[src/rtl/maxpool_seq.sv]
// Window sequencer that sits upstream of maxpool. It accepts a valid/ready stream of
// signed values and drives maxpool's controls so that each window reduces to its maximum.
// It then captures maxpool's result into a one-entry output register. That register is
// presented downstream on a valid/ready handshake.
module maxpool_seq #(
  parameter int unsigned N  = 32,
  parameter int unsigned CW = 8
) (
  input  logic          clk,
  input  logic          rst,
  input  logic [CW-1:0] cfg_win,
  input  logic          cfg_load,
  input  logic          flush,
  input  logic          in_valid,
  output logic          in_ready,
  input  logic [N-1:0]  in_data,
  output logic          max_en,
  output logic          max_clr,
  output logic          max_pool,
  output logic [N-1:0]  max_I,
  input  logic [N-1:0]  max_O,
  output logic          out_valid,
  input  logic          out_ready,
  output logic [N-1:0]  out_data,
  output logic [CW-1:0] win_cnt
);

  // FILL accepts window values. CAP is the single cycle (or more, when stalled) in which
  // maxpool's O already holds the finished window maximum.
  typedef enum logic [0:0] {StFill, StCap} state_e;

  state_e        state_q, state_d;
  logic [CW-1:0] cnt_q, cnt_d;
  logic [CW-1:0] win_q, win_d;
  logic          out_valid_q, out_valid_d;
  logic [N-1:0]  out_data_q, out_data_d;

  logic          acc;
  logic          load_take;
  logic [CW-1:0] cfg_win_eff;
  logic [CW-1:0] win_cur;
  logic          last_val;
  logic          capture;

  // Handshake and maxpool control outputs.
  always_comb begin
    in_ready  = (state_q == StFill);
    acc       = in_valid & in_ready;
    max_en    = acc;
    max_clr   = rst;
    max_pool  = (cnt_q != '0);
    max_I     = in_data;
    out_valid = out_valid_q;
    out_data  = out_data_q;
    win_cnt   = cnt_q;
  end

  // Window-length bookkeeping. A load taken alongside an accept governs the window that
  // this accept starts, so the end-of-window test uses the incoming length.
  always_comb begin
    cfg_win_eff = (cfg_win == '0) ? CW'(1) : cfg_win;
    load_take   = cfg_load && (state_q == StFill) && (cnt_q == '0);
    win_cur     = load_take ? cfg_win_eff : win_q;
    last_val    = (cnt_q == win_cur - CW'(1));
    capture     = (state_q == StCap) && (!out_valid_q || out_ready);
  end

  // Next-state logic for the window FSM, the counter and the output register.
  always_comb begin
    state_d     = state_q;
    cnt_d       = cnt_q;
    win_d       = win_cur;
    out_valid_d = out_valid_q;
    out_data_d  = out_data_q;

    // Downstream drains the register; a same-cycle capture below overrides this.
    if (out_valid_q && out_ready) begin
      out_valid_d = 1'b0;
    end

    unique case (state_q)
      StFill: begin
        if (acc) begin
          if (last_val || flush) begin
            cnt_d   = '0;
            state_d = StCap;
          end else begin
            cnt_d = cnt_q + CW'(1);
          end
        end else if (flush && (cnt_q != '0)) begin
          // An empty window is never emitted, so a flush at cnt==0 does nothing.
          cnt_d   = '0;
          state_d = StCap;
        end
      end
      StCap: begin
        if (capture) begin
          out_data_d  = max_O;
          out_valid_d = 1'b1;
          state_d     = StFill;
        end
      end
      default: begin
        state_d = StFill;
      end
    endcase
  end

  // State registers; reset abandons any partial window.
  always_ff @(posedge clk) begin
    if (rst) begin
      state_q     <= StFill;
      cnt_q       <= '0;
      win_q       <= CW'(1);
      out_valid_q <= 1'b0;
      out_data_q  <= '0;
    end else begin
      state_q     <= state_d;
      cnt_q       <= cnt_d;
      win_q       <= win_d;
      out_valid_q <= out_valid_d;
      out_data_q  <= out_data_d;
    end
  end

  // The counter never runs past the end of the configured window.
  cnt_in_window: assert property (@(posedge clk) disable iff (rst) cnt_q <= win_q - CW'(1));

endmodule

[config.mk]
export PLATFORM = sky130hd
export DESIGN_NAME = maxpool_seq
export DESIGN_NICKNAME = d
export VERILOG_FILES = /design/src/rtl/maxpool_seq.sv
export SDC_FILE = /design/constraint.sdc
export NUM_CORES = 1
export LEC_CHECK = 0
export CAP_MARGIN = 20
export CORE_MARGIN = 3
export CORE_UTILIZATION = 37
export CTS_CLUSTER_DIAMETER = 40
export CTS_CLUSTER_SIZE = 28
export DETAILED_ROUTE_END_ITERATION = 8
export PLACE_DENSITY = 0.88
export SYNTH_ARGS = -nofsm -noshare
export SYNTH_HDL_FRONTEND = slang
export SYNTH_SLANG_ARGS = --single-unit
[constraint.sdc]
create_clock -name clk -period 5 [get_ports clk]
set_clock_uncertainty 0.05 [all_clocks]
set_input_delay 1 -clock clk [delete_from_list [all_inputs] [get_ports clk]]
set_output_delay 1 -clock clk [all_outputs]
set_load 0.02 [all_outputs]
Word-level counts from Yosys, hierarchy flattened
Index checks and enable logic that the tools add are counted.
{"block": "totals", "ff_bits": 50}
{"block": "classes", "addsub": 2, "n_eq_ne": 1, "muxes": 13, "n_bitwise": 2, "n_reduce_logical": 14}
{"operator": "8-bit 2-to-1 mux", "count": 5}
{"operator": "8-bit logical NOT", "count": 2}
{"operator": "8-bit by 1-bit adder with 8-bit output, second input constant", "count": 1}
{"operator": "8-bit equality test", "count": 1}
{"operator": "8-bit nonzero test", "count": 1}
{"operator": "8-bit by 1-bit subtractor with 8-bit output, second input constant", "count": 1}
{"operator": "1-bit 2-to-1 mux", "count": 7}
{"operator": "1-bit logical AND", "count": 5}
{"operator": "2-bit AND reduction", "count": 2}
{"operator": "1-bit logical OR", "count": 2}
{"operator": "1-bit one-hot mux with 2 select lines", "count": 1}
{"operator": "2-bit nonzero test", "count": 1}
{"operator": "1-bit AND", "count": 1}
{"operator": "1-bit logical NOT", "count": 1}
{"operator": "1-bit inverter", "count": 1}

Depth between registers and ports, before layout
{"block": "depth", "depth_word": 10, "depth_mapped": 15, "ltp_nobuf": 14}

Least setup slack after synthesis
No wires, ideal clock.
{"block": "synth_path", "path_type": "input port to flip-flop", "from": "in cfg_load", "to": "reg cnt_q[4] (netlist: win_cnt[4])", "arrival_ps": 3839, "t_required_ps": 4828, "path_slack_ps": 990, "path_stages": 13, "path_buffers": 1, "path_cell_list": "nor2b_1 nand3_2 buf_4 mux2i_1 ha_1 nor3b_1 nand4_1 a221oi_1 nor4bb_1 a31oi_1 a2111oi_4 nor3_4 a221o_1"}
{"block": "synth_between", "elab_chain_len": 8}
{"item": "start: declaration", "line_no": "12", "rtl": "input logic cfg_load,"}
{"item": "1-bit logical AND (2 in a row)", "line_no": "62", "rtl": "load_take = cfg_load && (state_q == StFill) && (cnt_q == '0);"}
{"item": "8-bit 2-to-1 mux", "line_no": "63", "rtl": "win_cur = load_take ? cfg_win_eff : win_q;"}
{"item": "8-bit by 1-bit subtractor with 8-bit output", "line_no": "64", "rtl": "last_val = (cnt_q == win_cur - CW'(1));"}
{"item": "8-bit equality test", "line_no": "64"}
{"item": "1-bit logical OR", "line_no": "84", "rtl": "if (last_val || flush) begin"}
{"item": "8-bit 2-to-1 mux", "line_no": "84"}
{"item": "8-bit 2-to-1 mux", "line_no": "83", "rtl": "if (acc) begin"}
{"item": "end signal: assignment", "line_no": "119", "rtl": "cnt_q <= cnt_d;"}
{"item": "end: declaration", "line_no": "33", "rtl": "logic [CW-1:0] cnt_q, cnt_d;"}
No other way between the ends.
A chain may end at the register's enable or synchronous reset.

Worst setup path after layout
{"block": "layout_path", "from": "in cfg_load", "to": "reg cnt_q[2] (netlist: win_cnt[2])"}
The elaborated chain is that of the path after synthesis.

==> metrics.csv <==
metric,value,unit
clk_pin_slew_worst_paths,0.10,ns
netlist_area,0.00270,mm²
setup_viol,0,
die_h,91.3,µm
fillerInstances,653,
utilization,50.5,%
fin_crit,4.36,ns
clk_latency,0.30,ns
die_width,91.3,µm
clockBufferDepth,2,
p_clk_share,26.2,%
gp_congestion,0.882,
cts-resized-gates,0,
clockRootBuffer,clkbuf_8,
crit_path_start_kind,input pin,
vdd_drop_max,0.000147,V
drt_wl_total,6.82,mm
yosysMostFrequentCell,nand2_1,
first_global_vias,2465,
overflow,0,
rsz0062_at_grt,false,
vias_per_cell,5.16,
wl_per_cell,14.2,µm
cts_sinks,50,
io_pins,155,
regArea,0.00100,mm²
syn_area_per_cell,8.07,µm²
synthArstFlopShare,0,%
cts_setup_buffers,0,
yosysTopAreaCellShare,37.1,%
core,0.00694,mm²
fmax,229,MHz
power_frac_comb,27.0,%
antenna_found_initial,0,
setup_tns,0,ns
drive_gt1_share,6.51,%
syn2layout_area_growth,30.2,%
ys_seq_elements,50,
critical_path_class,input pin to register,
row_count,30,
cts_tree,built,
worstPathMaxFanout,7,
synth_top_area_cell,dfxtp_1,
tightest_slew,0.568,ns
worst_hold_slack,0.409,ns
p_switching,290,µW
grt_max_degree,50,
cts_hold_buf,0,
numCtsBuffers,5,
yosysSeqAreaShare,37.1,%
port_buffers,90,
postSynthCellCount,334,
crit_arrival,4.56,ns
synth-edff-count,0,
max_cap_violations,0,
ant_nets,0,
dr_total_vias,2478,
power_density,267,mW/mm²
synth-main-ff-cell,dfxtp_1,
p_leak,1.28,nW
drt_iter0_markers,85,
multi_input_comb_area,0.00132,mm²
grt_pass1_wl,11.5,mm
htreeDepth,2,
p_int,646,µW
slew_viol_final,0,
finalNetCount,464,
fin_crit_sh,87.2,%
drc,0,
synth.area.top_cells,"dfxtp_1 (37%), nand2_1 (10%), buf_4 (9.5%)",
hpwl,4.96,mm
first_pass_iters,5,
hold_violations,0,
cp.required,5.20,ns
status,completed,
netSwitchingFraction,31.0,%
die_area,0.00834,mm²
synth_nets,415,
synth_common_cells,"nand2_1 (73), dfxtp_1 (50), a21oi_1 (36), buf_4 (34), nor2_1 (17)",
yosysUniqueCellTypes,52,
grt_use_total,16.4,%
initial_core_util,38.8,%
yosysWarnings,0,
hold_path.class,register to register,
num_antenna_cells,0,
slew_headroom,62.1,%
sequentialPowerShare,46.8,%
end_kind,register,
path summary, 6_finish.rpt:
check	to	start	slack (ns)	cells after the start
setup reg to reg	win_cnt[2]	win_cnt[0]	1.07	15
hold / removal	out_data[0]	out_data[0]	0.41	2
hold reg to reg	out_data[0]	out_data[0]	0.41	2
setup / recovery	win_cnt[2]	cfg_load	0.64	14
power groups by stage:
stage | clock network, mW | logic, mW | registers (mW)
detailed placement | 0 | 0.252 | 0.447
global placement | 0 | 0.247 | 0.446
global route | 0.272 | 0.275 | 0.442
floorplan | 0 | 0.165 | 0.464
CTS | 0.260 | 0.254 | 0.438
finish | 0.245 | 0.253 | 0.438
through the flow:
| step | cells | power (mW) | instance area (µm²) | setup WS, ns |
|---|---|---|---|---|
| 5_1_grt | 480 | 0.989 | 3510 | 0.264 |
| 6_report | 480 | 0.935 | 3510 | 0.640 |
| 3_5_place_dp | 472 | 0.699 | 3410 | 0.354 |
| 2_1_floorplan | 334 | 0.629 | 2700 | 0.990 |
| 4_1_cts | 480 | 0.951 | 3510 | 0.683 |
| 3_3_place_gp | 471 | 0.693 | 3400 | 0.473 |
metal layers:
| layer | track usage (%) | up-vias | part of all wire [%] |
|---|---|---|---|
| met5 | 0 | - | 0 |
| li1 | - | 1210 | - |
| met2 | 27.5 | 101 | 48 |
| met4 | 4.90 | 0 | 0.86 |
| met3 | 5.72 | 12 | 8.4 |
| met1 | 19.6 | 1155 | 43 |
sequential cells by signal (all words and copies together), names as in the netlist:
register   count
out_data      32
out_valid      1
state_q        1
win_cnt        8
win_q          8
cell usage in the layout, fill, tap and decap left out, types with 5 or more instances in the layout:
cell type / n
a21oi_1: 36
clkbuf_8: 5
clkdlybuf4s50_1: 89
dfxtp_1: 50
inv_1: 9
mux2i_1: 7
nand2_1: 73
nand2b_1: 6
nand3_1: 5
nor2_1: 16
nor4_1: 5
kinds of logic after synthesis:
family	Yosys count	synth area share [%]
simple gates	137	25.5
compound gates	66	16.2
buf+inv	62	14.0
flops	50	37.1
mux	9	3.44
xor+xnor	7	2.27
fa+ha+maj	3	1.39
layout make-up:
class,instances,area share [%]
multi-input cells,222,37.6
flip-flops and latches,50,28.5
repair buffers,95,26.8
well taps,96,3.42
clock buffers,5,1.96
inverters,9,0.963
clock inverters,3,0.713
critical path: stages:
cell and delay [ns]:
clkdlybuf4s50_1 0.47, nor2b_1 0.42, nand3_2 0.17, mux2i_1 0.32
ha_1 0.26, nor3b_1 0.19, nand4_1 0.19, and4_1 0.26
or3_1 0.34, a31oi_1 0.27, a2111oi_4 0.05, buf_4 0.18
o41ai_1 0.27, a22o_1 0.17
Note: power is estimated with default switching activity, not from simulation.
